==> src/rtl/mskg4_pkg.sv <==
// Shared constants and share-indexing helper for the masked GF(4) datapath.
// No logic, no latency.
// Imported by gadgets and the unmask stream so share layout stays consistent.
package mskg4_pkg;

    // Default number of shares per bit across the masked GF(4) gadgets.
    localparam int DEFAULTSHARES = 2;

    // Bits per GF(4) symbol.
    localparam int G4_W = 2;

    // Bit position of share i of symbol k in a bit-sliced share vector.
    function automatic int sh_idx(input int k, input int i, input int d);
        return k * d + i;
    endfunction

endpackage

==> src/rtl/mskg4_unmask_stream_if.sv <==
// Valid/ready bundle for the unmask stream: shared beats in, unshared symbols out.
// No logic, no latency.
// The slave modport is the endpoint's view; master is the producer/consumer side.
interface mskg4_unmask_stream_if
    import mskg4_pkg::*;
#(
    parameter int D    = DEFAULTSHARES,
    parameter int NSYM = 4
);
    logic                   in_valid;
    logic                   in_ready;
    logic [NSYM*D-1:0]      in_sh0;
    logic [NSYM*D-1:0]      in_sh1;
    logic                   out_valid;
    logic                   out_ready;
    logic [G4_W*NSYM-1:0]   out_data;

    modport slave (
        input  in_valid, in_sh0, in_sh1, out_ready,
        output in_ready, out_valid, out_data
    );

    modport master (
        output in_valid, in_sh0, in_sh1, out_ready,
        input  in_ready, out_valid, out_data
    );

endinterface

==> src/rtl/mskg4_recombine.sv <==
// XOR-reduces the D shares of one GF(4) symbol back to its 2-bit value.
// Purely combinational, zero latency.
// No handshake; fed only from registered shares so glitches cannot combine shares early.
module mskg4_recombine
    import mskg4_pkg::*;
#(
    parameter int D = DEFAULTSHARES
) (
    input  logic [D-1:0]    sh0,
    input  logic [D-1:0]    sh1,
    output logic [G4_W-1:0] sym
);

    // Each symbol bit is the parity of its shares.
    assign sym = {^sh1, ^sh0};

endmodule

==> src/rtl/mskg4_unmask_stream.sv <==
// Unmasking endpoint: registers d-share GF(4) beats, recombines shares, emits plain symbols.
// Two-cycle latency (share register, then output register); one beat per cycle sustained.
// Output stall holds stage 2, stage 1 fills and then in_ready drops; nothing is lost.
module mskg4_unmask_stream
    import mskg4_pkg::*;
#(
    parameter int D    = DEFAULTSHARES,
    parameter int NSYM = 4,
    parameter int CNTW = 16
) (
    input  logic                 clk,
    input  logic                 rst_n,
    mskg4_unmask_stream_if.slave bus,
    input  logic                 unmask_en,
    output logic [CNTW-1:0]      beats_out,
    output logic [CNTW-1:0]      beats_drop
);

    logic                   s1_valid;
    logic [NSYM*D-1:0]      sh0_q;
    logic [NSYM*D-1:0]      sh1_q;
    logic                   out_valid_q;
    logic [G4_W*NSYM-1:0]   out_data_q;
    logic [G4_W*NSYM-1:0]   recomb;
    logic                   s1_adv;
    logic                   in_fire;
    logic                   out_fire;

    assign s1_adv      = s1_valid && (!out_valid_q || bus.out_ready);
    assign bus.in_ready = !s1_valid || s1_adv;
    assign in_fire     = bus.in_valid && bus.in_ready;
    assign out_fire    = out_valid_q && bus.out_ready;

    assign bus.out_valid = out_valid_q;
    assign bus.out_data  = out_data_q;

    // One recombiner per symbol, reading only the stage-1 share registers.
    for (genvar k = 0; k < NSYM; k++) begin : g_sym
        mskg4_recombine #(.D(D)) u_recombine (
            .sh0 (sh0_q[sh_idx(k, 0, D) +: D]),
            .sh1 (sh1_q[sh_idx(k, 0, D) +: D]),
            .sym (recomb[G4_W*k +: G4_W])
        );
    end

    // Stage 1: capture shares on input handshake only; cleared on reset so no old sharing lingers.
    always_ff @(posedge clk or negedge rst_n) begin
        if (!rst_n) begin
            s1_valid <= 1'b0;
            sh0_q    <= '0;
            sh1_q    <= '0;
        end else if (in_fire) begin
            s1_valid <= 1'b1;
            sh0_q    <= bus.in_sh0;
            sh1_q    <= bus.in_sh1;
        end else if (s1_adv) begin
            s1_valid <= 1'b0;
        end
    end

    // Stage 2: deliver or drop the advancing beat depending on unmask_en; keep data on consume.
    always_ff @(posedge clk or negedge rst_n) begin
        if (!rst_n) begin
            out_valid_q <= 1'b0;
            out_data_q  <= '0;
            beats_out   <= '0;
            beats_drop  <= '0;
        end else if (s1_adv) begin
            if (unmask_en) begin
                out_valid_q <= 1'b1;
                out_data_q  <= recomb;
                beats_out   <= beats_out + 1'b1;
            end else begin
                // s1_adv implies the output slot is empty or being consumed, so nothing is pending.
                out_valid_q <= 1'b0;
                beats_drop  <= beats_drop + 1'b1;
            end
        end else if (out_fire) begin
            out_valid_q <= 1'b0;
        end
    end

endmodule

==> src/flat_wrapper.sv <==
// flat-port wrapper written by rule: the top's interface ports become plain ports
module mskg4_unmask_stream_flat import mskg4_pkg::*;
#(
    parameter int D    = DEFAULTSHARES,
    parameter int NSYM = 4,
    parameter int CNTW = 16
)
  (clk, rst_n, unmask_en, beats_out, beats_drop, bus_in_valid, bus_in_sh0, bus_in_sh1, bus_out_ready, bus_in_ready, bus_out_valid, bus_out_data);
  mskg4_unmask_stream_if #(.D(D), .NSYM(NSYM)) bus_i ();
  input  logic clk;
  input  logic rst_n;
  input  logic unmask_en;
  output logic [CNTW-1:0] beats_out;
  output logic [CNTW-1:0] beats_drop;
  input wire logic [$bits(bus_i.in_valid)-1:0] bus_in_valid;
  input wire logic [$bits(bus_i.in_sh0)-1:0] bus_in_sh0;
  input wire logic [$bits(bus_i.in_sh1)-1:0] bus_in_sh1;
  input wire logic [$bits(bus_i.out_ready)-1:0] bus_out_ready;
  output wire logic [$bits(bus_i.in_ready)-1:0] bus_in_ready;
  output wire logic [$bits(bus_i.out_valid)-1:0] bus_out_valid;
  output wire logic [$bits(bus_i.out_data)-1:0] bus_out_data;
  assign bus_i.in_valid = bus_in_valid;
  assign bus_i.in_sh0 = bus_in_sh0;
  assign bus_i.in_sh1 = bus_in_sh1;
  assign bus_i.out_ready = bus_out_ready;
  assign bus_in_ready = bus_i.in_ready;
  assign bus_out_valid = bus_i.out_valid;
  assign bus_out_data = bus_i.out_data;
  mskg4_unmask_stream #(.D(D), .NSYM(NSYM), .CNTW(CNTW)) u_core (.clk(clk), .rst_n(rst_n), .bus(bus_i), .unmask_en(unmask_en), .beats_out(beats_out), .beats_drop(beats_drop));
endmodule
==> config.mk <==
export PLATFORM = sky130hd
export DESIGN_NAME = mskg4_unmask_stream_flat
export DESIGN_NICKNAME = d
export VERILOG_FILES = /design/src/rtl/mskg4_pkg.sv /design/src/rtl/mskg4_unmask_stream_if.sv /design/src/rtl/mskg4_recombine.sv /design/src/rtl/mskg4_unmask_stream.sv /design/src/flat_wrapper.sv
export SDC_FILE = /design/constraint.sdc
export NUM_CORES = 1
export LEC_CHECK = 0
export CORE_MARGIN = 2
export CORE_UTILIZATION = 45
export CTS_BUF_LIST = sky130_fd_sc_hd__clkbuf_4 sky130_fd_sc_hd__clkbuf_8 sky130_fd_sc_hd__clkbuf_16
export DETAILED_ROUTE_END_ITERATION = 16
export PLACE_DENSITY_LB_ADDON = 0.3
export SLEW_MARGIN = 0
export SYNTH_ARGS = -nofsm -noshare
export SYNTH_HDL_FRONTEND = slang
export SYNTH_SLANG_ARGS = --single-unit
==> constraint.sdc <==
create_clock -name clk -period 4.2 [get_ports clk]
set_clock_uncertainty 0.15 [all_clocks]
set_input_delay 0.42 -clock clk [delete_from_list [all_inputs] [get_ports clk]]
set_output_delay 0.42 -clock clk [all_outputs]
set_load 0.1 [all_outputs]
==> flow_summary.toml <==
[run_status]
status = "completed"

[clock_network]
tritoncts = "yes"
clock_path_buffers = 2
clock-sinks = 58
clk_latency_ns = 0.33
cts_setup_buffers = 0
cts_buffers = 9
htreeDepth = 3
clkTransAtPathRegs_ns = 0.06
ctsResizeCount = 0
hold_buffers = 0
cts-root-buf = "clkbuf_8"

[critical_path]
criticalPathCategory = "in -> out"
cp.arrival_ns = 2.33
cp-start-kind = "primary input"
slowest_delay_ns = 1.16
critPathRequiredTime_ns = 3.63
critPathCaptureType = "output pin"
crit_path_frequent_cell = "clkdlybuf4s50_1"
slowest_stage = "clkdlybuf4s50_1"
cpLargestDelayFamily = "buffers and inverters"
critPathBufInv = 2
critical_path.cell_chain = "clkdlybuf4s50_1 -> nor2b_4 -> nand2_1 -> clkdlybuf4s50_1"
cp_max_fo = 6

[synthesis]
ys_seq_area_share_pct = 58.1
syn-cell-area_um2 = 2500
yosys_most_used_dff = "dfrtp_1"
syn_nets = 220
synth_seq_cells = 58
synth_cell_types = 29
yosys_warnings = 0
postSynthAreaPerCell_um2 = 12.7
netlist_instances = 197
synth-edff-count = 0
ys_async_sr_fraction_pct = 100

[cells_and_area]
layout_commonest_cell = "clkdlybuf4s50_1"
diodes = 0
postLayoutCellArea_um2 = 3390
seq_area_um2 = 1450
nets = 291
drive_above_1_share_pct = 16.5
mostFrequentLayoutCells = "clkdlybuf4s50_1 (61), dfrtp_1 (58), xnor2_1 (27), mux2_2 (18), nand2_1 (14)"
multi_input_area_um2 = 1020
nFillCells = 433
area_delta_synth_final_pct = 35.6

[placement]
place_congestion = 0.780
dp_hpwl_mm = 3.28
io_buffers = 62
post-place-ws_ns = 1.30
placed_area_um2 = 3200

[sta]
setup_viol = 0
hold_slack_ns = 0.0662
tns_ns = 0
slew_headroom_pct = 33.5
fmax_ghz = 0.344
drv_slew = 0
rsz0062_at_grt = "false"
hold_viol = 0
period_share_pct = 69.2
fin_crit_ns = 2.90
worst_slack_ns = 1.30
tightest_slew_ns = 0.995

[pwr]
p_leak_nw = 1.44
p_per_area_nw_per_um2 = 637
peakVddDrop_mv = 0.415

[detailed_routing]
drtIter0Drc = 135
wl_per_cell_um = 13.3
drc = 0
firstDrtPassIters = 4
vias = 1730
wirelength_mm = 4.57
ant_nets = 0
routed_via_density = 5.03

[die]
die_y_um = 78.5
start_util_pct = 45.9
die_x_um = 78.5
fp.dieArea_um2 = 6160
rows = 27
coreArea_um2 = 5440
boundaryPins = 63

[grt]
grt_use_total_pct = 16.8
grt-ovfl-total = 0
antenna_found_initial = 0
grt_start_max_net_pins = 59
grt_pass1_vias = 1752
grt_pass1_wl_mm = 7.89

[worst_hold_path]
hold_path_class = "in -> async"

[flow_run]
max_cap_viol_count = 0
## logic make-up (layout without fill, tap and decap cells)
family / Yosys count / count (layout) / share of synthesized area (%)
compound gates: 8 / 8 / 1.60
xor+xnor: 38 / 38 / 13.3
fa+ha+maj: 2 / 2 / 1.00
buf+inv: 6 / 81 / 1.10
flops: 58 / 58 / 58.1
mux: 18 / 18 / 8.12
simple gates: 67 / 67 / 16.7
## power breakdown
| group | internal [mW] | switching (mW) | leakage (nW) |
|---|---|---|---|
| sequential | 0.655 | 0.104 | 0.721 |
| clock | 0.273 | 0.202 | 0.101 |
| combinational | 0.236 | 0.686 | 0.613 |
| total | 1.16 | 0.992 | 1.44 |
## synthesized netlist by cell type (2+ instances only)
cell      instances  area (µm²)
xnor2_1          27         236
and3_1            4        25.0
inv_1             2        7.51
mux2_2           18         203
xor2_1           11        96.3
nor2_1           11        41.3
nand2_1          14        52.6
nor4_4            2        42.5
nor4_1            4        25.0
nor3_1            4        20.0
a21oi_1           8        40.0
dfrtp_1          58        1450
ha_1              2        25.0
nand3_1           5        25.0
nand4_1          12        75.1
clkbuf_1          2        7.51
## path summary, 6_finish.rpt
path,from,to,slack (ns),cells past startpoint
max reg2reg,u_core.s1_valid$_DFFE_PN0P_,u_core.beats_out[1]$_DFFE_PN0P_,2.35,3
min reg2reg,u_core.beats_drop[15]$_DFFE_PN0P_,u_core.beats_drop[15]$_DFFE_PN0P_,0.31,1
min,rst_n,u_core.sh0_q[3]$_DFFE_PN0P_,0.07,2
max in group asynchronous,rst_n,u_core.beats_drop[4]$_DFFE_PN0P_,3.34,2
max,bus_out_ready,bus_in_ready,1.30,4
min in group clk,u_core.beats_drop[15]$_DFFE_PN0P_,u_core.beats_drop[15]$_DFFE_PN0P_,0.31,1
## cell type report
| cell class | instances | area share (%) |
|---|---|---|
| Clock inverter | 2 | 0.296 |
| Multi-Input combinational cell | 133 | 30.0 |
| Inverter | 2 | 0.222 |
| Clock buffer | 13 | 5.28 |
| Timing Repair Buffer | 64 | 18.6 |
| Tap cell | 72 | 2.66 |
| Sequential cell | 58 | 42.9 |
## metal layers
metal / share of wire (%) / GRT usage (%) / up-vias
met5: 0 / 0 / -
met4: 2.4 / 10.0 / 0
met3: 5.1 / 4.14 / 11
met2: 48 / 26.9 / 43
met1: 45 / 20.5 / 852
li1: - / - / 824
## per-stage QoR
step                      instances  total power, mW  util (%)
final                           344             2.16      62.2
after detailed placement        329             1.70      58.8
after floorplan                 197             1.46         -
after global routing            344             2.25      62.2
after global placement          329             1.68      58.8
after CTS                       344             2.18      62.2
## sequential cells by signal, summed over array words and instances, names as in the netlist
signal / cells
u_core.beats_out: 16
u_core.bus.out_valid: 1
u_core.s1_valid: 1
u_core.sh1_q: 8
u_core.beats_drop: 16
u_core.sh0_q: 8
u_core.bus.out_data: 8
No activity file was read; power rests on OpenSTA's default activity.
